### src/rtl/uart_pkg.sv
// ---------------------------------------------------------------------------
// uart_pkg
// Shared definitions for the fabric-side UART receive path.
//   rx_state_t  : receiver FSM state encoding
//   OVERSAMPLE  : ticks per serial bit
//   SAMPLE_*    : sub-bit tick indices used for the three-sample majority vote
//   maj3()      : 2-of-3 majority helper
// ---------------------------------------------------------------------------
package uart_pkg;

  typedef enum logic [2:0] {
    IDLE,
    START,
    DATA,
    STOP,
    BREAK
  } rx_state_t;

  localparam int OVERSAMPLE = 16;

  // Samples straddle the bit centre; the vote resolves on the last of them.
  localparam int SAMPLE_LO  = 7;
  localparam int SAMPLE_MID = 8;
  localparam int SAMPLE_HI  = 9;

  function automatic logic maj3(input logic a, input logic b, input logic c);
    return (a & b) | (a & c) | (b & c);
  endfunction

endpackage

### src/rtl/sync_fifo.sv
// ---------------------------------------------------------------------------
// sync_fifo
// Single-clock show-ahead FIFO. rdata is the head entry, read combinationally
// from the storage array, so it is stable while nothing is popped.
//   clk_i, rst_i : clock, synchronous active-high reset
//   push, wdata  : write request and data
//   pop          : read request (advances the head)
//   rdata        : head-of-queue entry
//   full, empty  : occupancy flags
// A pop in the same cycle frees a slot, so push while full-and-popping is
// accepted. A pop while empty is ignored even if a push lands that cycle.
// ---------------------------------------------------------------------------
module sync_fifo #(
  parameter int DEPTH = 4,
  parameter int WIDTH = 8
) (
  input  logic             clk_i,
  input  logic             rst_i,
  input  logic             push,
  input  logic [WIDTH-1:0] wdata,
  input  logic             pop,
  output logic [WIDTH-1:0] rdata,
  output logic             full,
  output logic             empty
);

  localparam int AW = $clog2(DEPTH);

  // Pointers carry one extra wrap bit to tell full from empty.
  logic [AW:0]                  wr_ptr, rd_ptr;
  logic [DEPTH-1:0][WIDTH-1:0]  mem;
  logic                         do_push, do_pop;

  assign empty = (wr_ptr == rd_ptr);
  assign full  = (wr_ptr[AW] != rd_ptr[AW]) && (wr_ptr[AW-1:0] == rd_ptr[AW-1:0]);

  assign do_pop  = pop & ~empty;
  assign do_push = push & (~full | do_pop);

  always_ff @(posedge clk_i) begin
    if (rst_i) begin
      wr_ptr <= '0;
      rd_ptr <= '0;
      mem    <= '0;
    end else begin
      if (do_push) begin
        mem[wr_ptr[AW-1:0]] <= wdata;
        wr_ptr              <= wr_ptr + 1'b1;
      end
      if (do_pop) rd_ptr <= rd_ptr + 1'b1;
    end
  end

  assign rdata = mem[rd_ptr[AW-1:0]];

endmodule

### src/rtl/uart_rx_frontend.sv
// ---------------------------------------------------------------------------
// uart_rx_frontend
// Fabric-side 8N1 UART receiver with 16x oversampling and a small show-ahead
// receive FIFO, handing bytes out over a valid/ready handshake.
//   clk_i        : fabric clock (rising edge)
//   rst_i        : synchronous active-high reset
//   rxd_i        : asynchronous serial input, idles high
//   rx_data_o    : head-of-FIFO byte, valid while rx_valid_o = 1
//   rx_valid_o   : FIFO not empty
//   rx_ready_i   : consumer accept; pops on rx_valid_o & rx_ready_i
//   frame_err_o  : one-cycle pulse, stop bit voted low
//   overrun_o    : one-cycle pulse, byte completed with the FIFO full
//   busy_o       : receiver FSM not idle
// ---------------------------------------------------------------------------
module uart_rx_frontend
  import uart_pkg::*;
#(
  parameter int BAUD_DIV   = 54,
  parameter int DATA_BITS  = 8,
  parameter int FIFO_DEPTH = 4
) (
  input  logic                 clk_i,
  input  logic                 rst_i,
  input  logic                 rxd_i,
  output logic [DATA_BITS-1:0] rx_data_o,
  output logic                 rx_valid_o,
  input  logic                 rx_ready_i,
  output logic                 frame_err_o,
  output logic                 overrun_o,
  output logic                 busy_o
);

  localparam int CW  = (BAUD_DIV > 1)  ? $clog2(BAUD_DIV)  : 1;
  localparam int BW  = (DATA_BITS > 1) ? $clog2(DATA_BITS) : 1;
  localparam int SCW = $clog2(OVERSAMPLE);

  localparam logic [CW-1:0]  CNT_LAST = CW'(BAUD_DIV - 1);
  localparam logic [BW-1:0]  BIT_LAST = BW'(DATA_BITS - 1);
  localparam logic [SCW-1:0] SC_LO    = SCW'(SAMPLE_LO);
  localparam logic [SCW-1:0] SC_MID   = SCW'(SAMPLE_MID);
  localparam logic [SCW-1:0] SC_HI    = SCW'(SAMPLE_HI);
  localparam logic [SCW-1:0] SC_LAST  = SCW'(OVERSAMPLE - 1);

  // synchroniser
  logic rxd_meta, rxs;

  // baud tick generation
  logic [CW-1:0] tick_cnt;
  logic          tick;

  // receiver FSM and datapath
  rx_state_t              state, state_nxt;
  logic [SCW-1:0]         sc;
  logic [BW-1:0]          bit_idx;
  logic [DATA_BITS-1:0]   shift_q;
  logic [1:0]             samp_q;   // [0] = sample at SAMPLE_LO, [1] = at SAMPLE_MID
  logic                   vote;
  logic                   start_det, at_vote, at_end;

  // FIFO side
  logic push_c, ferr_c, ovr_c;
  logic pop, full, empty;

  // -------------------------------------------------------------------------
  // Two-flop synchroniser, preset high so reset never looks like a start bit.
  // -------------------------------------------------------------------------
  always_ff @(posedge clk_i) begin
    if (rst_i) begin
      rxd_meta <= 1'b1;
      rxs      <= 1'b1;
    end else begin
      rxd_meta <= rxd_i;
      rxs      <= rxd_meta;
    end
  end

  // -------------------------------------------------------------------------
  // Tick counter. Restarting it on the start edge phase-aligns every
  // following tick to that edge, so sub-bit indices map to fixed bit offsets.
  // -------------------------------------------------------------------------
  assign start_det = (state == IDLE) && !rxs;
  assign tick      = (tick_cnt == CNT_LAST);

  always_ff @(posedge clk_i) begin
    if (rst_i || start_det || tick) tick_cnt <= '0;
    else                            tick_cnt <= tick_cnt + 1'b1;
  end

  // The third sample is the live line value on the SAMPLE_HI tick.
  assign vote    = maj3(samp_q[0], samp_q[1], rxs);
  assign at_vote = tick && (sc == SC_HI);
  assign at_end  = tick && (sc == SC_LAST);

  // -------------------------------------------------------------------------
  // FSM state register
  // -------------------------------------------------------------------------
  always_ff @(posedge clk_i) begin
    if (rst_i) state <= IDLE;
    else       state <= state_nxt;
  end

  // -------------------------------------------------------------------------
  // FSM next-state logic
  // -------------------------------------------------------------------------
  always_comb begin
    state_nxt = state;
    case (state)
      IDLE:  if (!rxs) state_nxt = START;
      START: begin
        if (at_vote && vote) state_nxt = IDLE;     // too short to be a start bit
        else if (at_end)     state_nxt = DATA;
      end
      DATA:  if (at_end && (bit_idx == BIT_LAST)) state_nxt = STOP;
      STOP:  if (at_vote) state_nxt = vote ? IDLE : BREAK;
      // sc counts consecutive high ticks here; any low sample restarts it.
      BREAK: if (tick && rxs && (sc == SC_LAST)) state_nxt = IDLE;
      default: state_nxt = IDLE;
    endcase
  end

  // -------------------------------------------------------------------------
  // FSM outputs
  // -------------------------------------------------------------------------
  always_comb begin
    push_c = 1'b0;
    ferr_c = 1'b0;
    busy_o = 1'b1;
    case (state)
      IDLE: busy_o = 1'b0;
      STOP: begin
        if (at_vote) begin
          push_c = vote;
          ferr_c = !vote;
        end
      end
      default: ;
    endcase
  end

  // A pop coinciding with the push frees the slot, so that is not an overrun.
  assign ovr_c = push_c & full & ~pop;

  // -------------------------------------------------------------------------
  // Sub-bit counter, sample capture and shift register
  // -------------------------------------------------------------------------
  always_ff @(posedge clk_i) begin
    if (rst_i) begin
      sc      <= '0;
      bit_idx <= '0;
      shift_q <= '0;
      samp_q  <= '0;
    end else begin
      if (tick && (sc == SC_LO))  samp_q[0] <= rxs;
      if (tick && (sc == SC_MID)) samp_q[1] <= rxs;

      case (state)
        IDLE: begin
          sc      <= '0;
          bit_idx <= '0;
        end
        BREAK: begin
          if (!rxs)      sc <= '0;
          else if (tick) sc <= sc + 1'b1;
        end
        default: if (tick) sc <= sc + 1'b1;
      endcase

      if ((state == DATA) && at_vote) shift_q <= {vote, shift_q[DATA_BITS-1:1]};
      if ((state == DATA) && at_end)  bit_idx <= bit_idx + 1'b1;

      // BREAK reuses sc as its high-run counter, so start it from zero.
      if ((state == STOP) && at_vote) sc <= '0;
    end
  end

  // Pulses are registered so they line up with the registered FIFO push.
  always_ff @(posedge clk_i) begin
    if (rst_i) begin
      frame_err_o <= 1'b0;
      overrun_o   <= 1'b0;
    end else begin
      frame_err_o <= ferr_c;
      overrun_o   <= ovr_c;
    end
  end

  // -------------------------------------------------------------------------
  // Receive FIFO
  // -------------------------------------------------------------------------
  assign rx_valid_o = ~empty;
  assign pop        = rx_valid_o & rx_ready_i;

  sync_fifo #(
    .DEPTH (FIFO_DEPTH),
    .WIDTH (DATA_BITS)
  ) u_fifo (
    .clk_i (clk_i),
    .rst_i (rst_i),
    .push  (push_c),
    .wdata (shift_q),
    .pop   (pop),
    .rdata (rx_data_o),
    .full  (full),
    .empty (empty)
  );

endmodule

### config.mk
export PLATFORM = sky130hd
export DESIGN_NAME = uart_rx_frontend
export DESIGN_NICKNAME = d
export VERILOG_FILES = /design/src/rtl/uart_pkg.sv /design/src/rtl/sync_fifo.sv /design/src/rtl/uart_rx_frontend.sv
export SDC_FILE = /design/constraint.sdc
export NUM_CORES = 1
export LEC_CHECK = 0
export ABC_AREA = 1
export CORE_ASPECT_RATIO = 0.6
export CORE_MARGIN = 5
export CORE_UTILIZATION = 29
export CTS_CLUSTER_DIAMETER = 50
export DETAILED_ROUTE_END_ITERATION = 16
export GPL_TIMING_DRIVEN = 0
export SYNTH_ARGS = -nofsm -noshare
export SYNTH_HDL_FRONTEND = slang
export SYNTH_HIERARCHICAL = 1
export SYNTH_SLANG_ARGS = --single-unit
### constraint.sdc
create_clock -name clk_i -period 2.39 [get_ports clk_i]
set_input_delay 0.239 -clock clk_i [delete_from_list [all_inputs] [get_ports clk_i]]
set_output_delay 0.239 -clock clk_i [all_outputs]
set_load 0.03 [all_outputs]
---- Word level (Yosys, flattened, before mapping) ----
Cells that the tools add are included.
storage, ports and cells
  flip-flop bits (word level) ............. 68
  input port bits ......................... 4
  output and inout port bits .............. 12
  logic and storage cells ................. 103
cells by class
  add/sub/neg operators ................... 5
  $lt $le $gt $ge ......................... 3
  equality and inequality tests ........... 18
  mux-type cells .......................... 21
  bitwise logic cells ..................... 16
  reductions and logical operators ........ 23
operators by type and width
  kind                 count
  $bwmux 32            1
  $mux 3               9
  $bmux 8 s2           1
  $demux 8 s2          1
  $mux 8               2
  $pmux 3 s5           1
  $logic_and 1x1->1    14
  $eq 4x4->1 const B   3
  $add 3x1->3 const B  3
  $and 1x1->1          8
  $mux 4               2
  $ne 2x2->1 const B   4
  $pmux 4 s2           1
  $add 6x1->6 const B  1
  $eq 3x2->1 const B   2
  $eq 3x3->1 const B   2
  $eq 6x6->1 const B   1
  $lt 2x3->1 const B   2
  $not 1->1            5
  $reduce_and 5->1     1
  $add 4x1->4 const B  1
  $eq 4x3->1 const B   1
  $eq 3x1->1 const B   1
  $eq 3x3->1           1
  other kinds (12)     18

---- Logic depth before layout (Yosys ltp) ----
  word-level depth ........................ 7
  depth in mapped cells ................... 16
  gate-level depth less buffers ........... 15

---- By module ----
The synthesis kept the hierarchy.
by module, submodules not included
  module            times used  cells each  area an instance (um^2)  sequential area each (um^2)
  sync_fifo         1           354         2290.9                   760.7
  uart_rx_frontend  1           194         1505.2                   600.6

---- Worst setup path before layout ----
Ideal clock, no wire load.
  path type ............................... register to register
  start point ............................. register u_fifo.wr_ptr[1]
  end point ............................... register u_fifo/mem[26] (netlist name)
  data arrival time ....................... 1915 ps
  data required time ...................... 2280 ps
  slack ................................... 366 ps
  cell stages (with the launch flop) ...... 17
  path buffers ............................ 2
  period minus slack after synthesis ...... 2024 ps
  path through ............................ dfxtp_1 -> inv_1 -> nand2_1 -> nand2_1 -> and2_1 -> nand2_1 -> inv_1 -> inv_1 -> nand2_1 -> inv_1 -> inv_1 -> nand4_2 -> buf_6 -> buf_8 -> nand4_1 -> nand2_1 -> nor2_2
on the way
  cells in the longest elaborated chain, start to end .. 6
  elaborated cells between the ends (all ways) .. 15
  those cells by class .................... order compare (2); eq/ne (2); mux (3); bitwise (6); reduce/logical (2)
ends and longest elaborated chain
  element                          RTL line                 text
  from (decl)                      sync_fifo.sv:30          logic [AW:0] wr_ptr, rd_ptr;
  from (signal assigned)           sync_fifo.sv:48          wr_ptr <= wr_ptr + 1'b1;
  $eq 3x3->1                       sync_fifo.sv:34          assign empty = (wr_ptr == rd_ptr);
  net empty                        uart_rx_frontend.sv:62   logic pop, full, empty;
  $not 1->1                        uart_rx_frontend.sv:190  assign rx_valid_o = ~empty;
  net rx_valid_o                   uart_rx_frontend.sv:26   output logic rx_valid_o,
  $and 1x1->1                      uart_rx_frontend.sv:191  assign pop = rx_valid_o & rx_ready_i;
  net pop                          uart_rx_frontend.sv:62
  $and 1x1->1                      sync_fifo.sv:37          assign do_pop = pop & ~empty;
  $or 1x1->1                       sync_fifo.sv:38          assign do_push = push & (~full | do_pop);
  $and 1x1->1                      sync_fifo.sv:38
  to (signal, indexed assignment)  sync_fifo.sv:47          mem[wr_ptr[AW-1:0]] <= wdata;
  to (decl)                        sync_fifo.sv:31          logic [DEPTH-1:0][WIDTH-1:0] mem;
The timed path passes the listed nets, and every way through them passes these cells.
A chain may end at the register's enable or synchronous reset.

---- Worst setup path after layout ----
  start point ............................. register tick_cnt[0]
  end point ............................... register u_fifo/mem[18] (netlist name)
on the way
  cells in the longest elaborated chain, start to end .. 5
ends and longest elaborated chain
  element                 RTL line                 text
  from (decl)             uart_rx_frontend.sv:48   logic [CW-1:0] tick_cnt;
  from (signal assigned)  uart_rx_frontend.sv:86   else tick_cnt <= tick_cnt + 1'b1;
  $eq 6x6->1              uart_rx_frontend.sv:82   assign tick = (tick_cnt == CNT_LAST);
  $logic_and 1x1->1       uart_rx_frontend.sv:91   assign at_vote = tick && (sc == SC_HI);
  $mux 1                  uart_rx_frontend.sv:131  if (at_vote) begin
  $mux 1                  uart_rx_frontend.sv:128  case (state)
  net push_c              uart_rx_frontend.sv:61   logic push_c, ferr_c, ovr_c;
  $and 1x1->1             sync_fifo.sv:38
The timed path passes the listed nets, and every way through them passes these cells.

==> out/results.ini <==
[clock_network]
numClockSinks=68
clock_latency_ps=340
cts-htree-levels=3
cts_tree=done
cts_buffer_depth=2
cts_made_buffers=9
path_clk_slew_ps=60
root_buffer=clkbuf_16
post_cts_buffers=0
cts-hold-fix-buffers=0

[power]
ir_drop_v=0.0002781
swShare=0.2695
p_sw_w=0.0008875
power.share.clock=0.470
p_seq_frac=0.367
power.density_mw_per_mm2=727.9
intPower_w=0.002406
power.leakage_nw=1.938
combPwrFrac=0.163

[drt]
via_count=3339
dr.pass1.iters=5
vias_per_cell=4.458
wire_per_inst_um=12.05
drt_iter0_markers=265
drtAntennaViolNets=0
routed_wirelength_mm=9.026
drc=0

[yosys]
syn-instance-count=548
yosys.area_share.xor_xnor=0.01384
synth_top_family_by_area=simple AND/OR/NAND/NOR gates
synth-seq-cells=68
yosys.area_share.adder=0.03955
yosysWarnings=6
synth-simple-area-share=0.3289
muxShareOfSynthArea=0
syn-cell-area_mm2=0.003796
ys_seq_area_frac=0.3586
syn_nets=564
synth_compound_area_frac=0.09394
syn_avg_cell_area_um2=6.927
synth.distinct_cells=41

[sta]
period_share=0.9528
fin_setup_tns_ps=0
max_freq_mhz=439.1
max_slew_margin=0.6452
rsz0062_at_grt=false
hold_slack_ps=405.4
hold_viol_final=0
worst_pin_slew_ps=529.8
period_minus_slack_ps=2277
setup_slack_ps=112.7
setup_viol=0
fin_skew_ps=7.779
finalMaxSlewViolations=0

[global_routing]
grt_pass1_vias=3101
grt_use_total=0.1241
grt_start_max_net_pins=13
grtUsageMet3=0.03993
grt_use_met2=0.1711
grt_pass1_wl_mm=15.26
top_usage_layer=met1
antenna_found_initial=0
gr-total-overflow=0
met1_usage=0.1792

[die]
dieWidth_um=157.7
core.rowCount=32
core_mm2=0.01281
start_util=0.2963
ioPinCount=16
die_area_mm2=0.01555
dieHeight_um=98.63

[final_layout]
area_delta_synth_final_pct=19.18
fin_util=0.3531
layout.cells.non_filler=749
num_antenna_cells=0
finalNetCount=590
fillers=1317
final_layout_size_suffix_gt1_frac=0.1364

[hold_path]
hold_end=rxs
hold_start=rxd_meta
holdPathStages=1
min_path_type=reg -> reg

[placed_design]
gp_congestion=0.8672
place_inst=733
port_buffers=15
place_ws_ps=-28.02
hpwl_mm=6.869

[critical_path]
rr_endpoint=u_fifo/mem[18]
cp.buffers_inverters=3
r2r_setup_slack_ps=110
crit_chain=ha_1, nand3_1, nor2_4, buf_12, nand3_1, nor2_2, clkbuf_4, clkbuf_4, nand4_1, nand2_1, nor2_2
crit_path_start_kind=flip-flop
r2r-start=tick_cnt[0]
path_class=reg -> reg
critPathCaptureType=flip-flop
cp_slowest_cell=dfxtp_1
slowest_delay_ps=400
reg2regPathDepth=11
required_ps=2620
path_max_fanout=10
worstPathArrival_ps=2510
cp_top_family=simple AND/OR/NAND/NOR gates

[run]
cap_violations=0

[outcome]
status=complete, no violations

-- flip-flops by register name, summed over array words and instances, names as in the netlist, 2 cells and up --
register       cells
u_fifo/mem        32
shift_q            8
tick_cnt           6
sc                 4
bit_idx            3
state              3
u_fifo/rd_ptr      3
u_fifo/wr_ptr      3
samp_q             2
-- metrics by stage --
| step | power, W | cell area [µm²] |
|---|---|---|
| after CTS | 0.003326 | 4513 |
| after global placement | 0.001750 | 4159 |
| final | 0.003293 | 4524 |
| after detailed placement | 0.001767 | 4159 |
| after floorplan | 0.001634 | 3796 |
| after global routing | 0.003458 | 4524 |
-- timing repair --
item	in CTS	in global routing
endpoints found under the setup margin	16	29
pin swaps	0	0
gates resized for setup	8	5
-- cells by family after synthesis --
group | Yosys count
AOI/OAI and AO/OA | 68
xor gates and xnor gates | 6
and+or+nand+nor | 253
buffers and inverters | 141
DFF | 68
adders and majority gates | 12
-- cell type report --
class / count / area [µm²] / share of cell area
well taps: 170 / 212.7 / 0.04701
clock buffers: 10 / 239.0 / 0.05282
plain buffers: 24 / 193.9 / 0.04287
inverters: 117 / 441.7 / 0.09762
multi-input cells: 339 / 1815 / 0.4013
repair buffers: 15 / 147.6 / 0.03263
clock inverters: 6 / 111.4 / 0.02461
flip-flops and latches: 68 / 1363 / 0.3012
-- cell usage after synthesis, drive strengths merged --
library cell  number  share of area
inv              116           0.12
o21bai             1         0.0020
xnor2              2         0.0046
nor3               4         0.0053
nor2              66          0.080
o21ai             21          0.028
o211ai             1         0.0020
nand3             23          0.045
nand4             36          0.065
ha                12          0.040
clkbuf             4         0.0043
or2                2         0.0033
nand2            118           0.12
nand3b             2         0.0040
o311a              1         0.0026
xor2               4         0.0092
buf               20          0.044
dfxtp             68           0.36
clkinv             1        0.00099
a21oi             43          0.058
nor3b              1         0.0020
and2               1         0.0016
a211oi             1         0.0020
-- power groups by stage --
stage	logic (W)	clock network, W	registers, W
floorplan	0.000414	0	0.00122
global placement	0.000521	0	0.00123
detailed placement	0.000535	0	0.00123
CTS	0.000537	0.00158	0.00121
global route	0.000609	0.00163	0.00121
finish	0.000538	0.00155	0.00121
-- cells in the final DEF, fill, tap and decap left out, drive strengths merged, types with 10 or more instances in the layout --
cell type	n
inv	116
dfxtp	68
a21oi	43
nand3	23
clkdlybuf4s50	10
ha	12
nor2	66
clkbuf	16
nand4	36
o21ai	21
nand2	118
buf	18
-- worst max path at each step --
stage | start | to | depth (start not counted)
floorplan | u_fifo/wr_ptr[1] | u_fifo/mem[26] | 16
global placement | tick_cnt[0] | u_fifo/mem[29] | 11
detailed placement | tick_cnt[0] | u_fifo/mem[25] | 11
CTS | tick_cnt[0] | u_fifo/mem[18] | 11
global route | u_fifo/rd_ptr[0] | rx_data_o[1] | 5
finish | tick_cnt[0] | u_fifo/mem[18] | 11
-- per-layer routing --
metal | up-vias | routed length (µm)
met5 | - | 0
met4 | 0 | 114
met1 | 1497 | 4627
li1 | 1754 | -
met2 | 79 | 3714
met3 | 9 | 568
(Power assumes the default switching activity.)
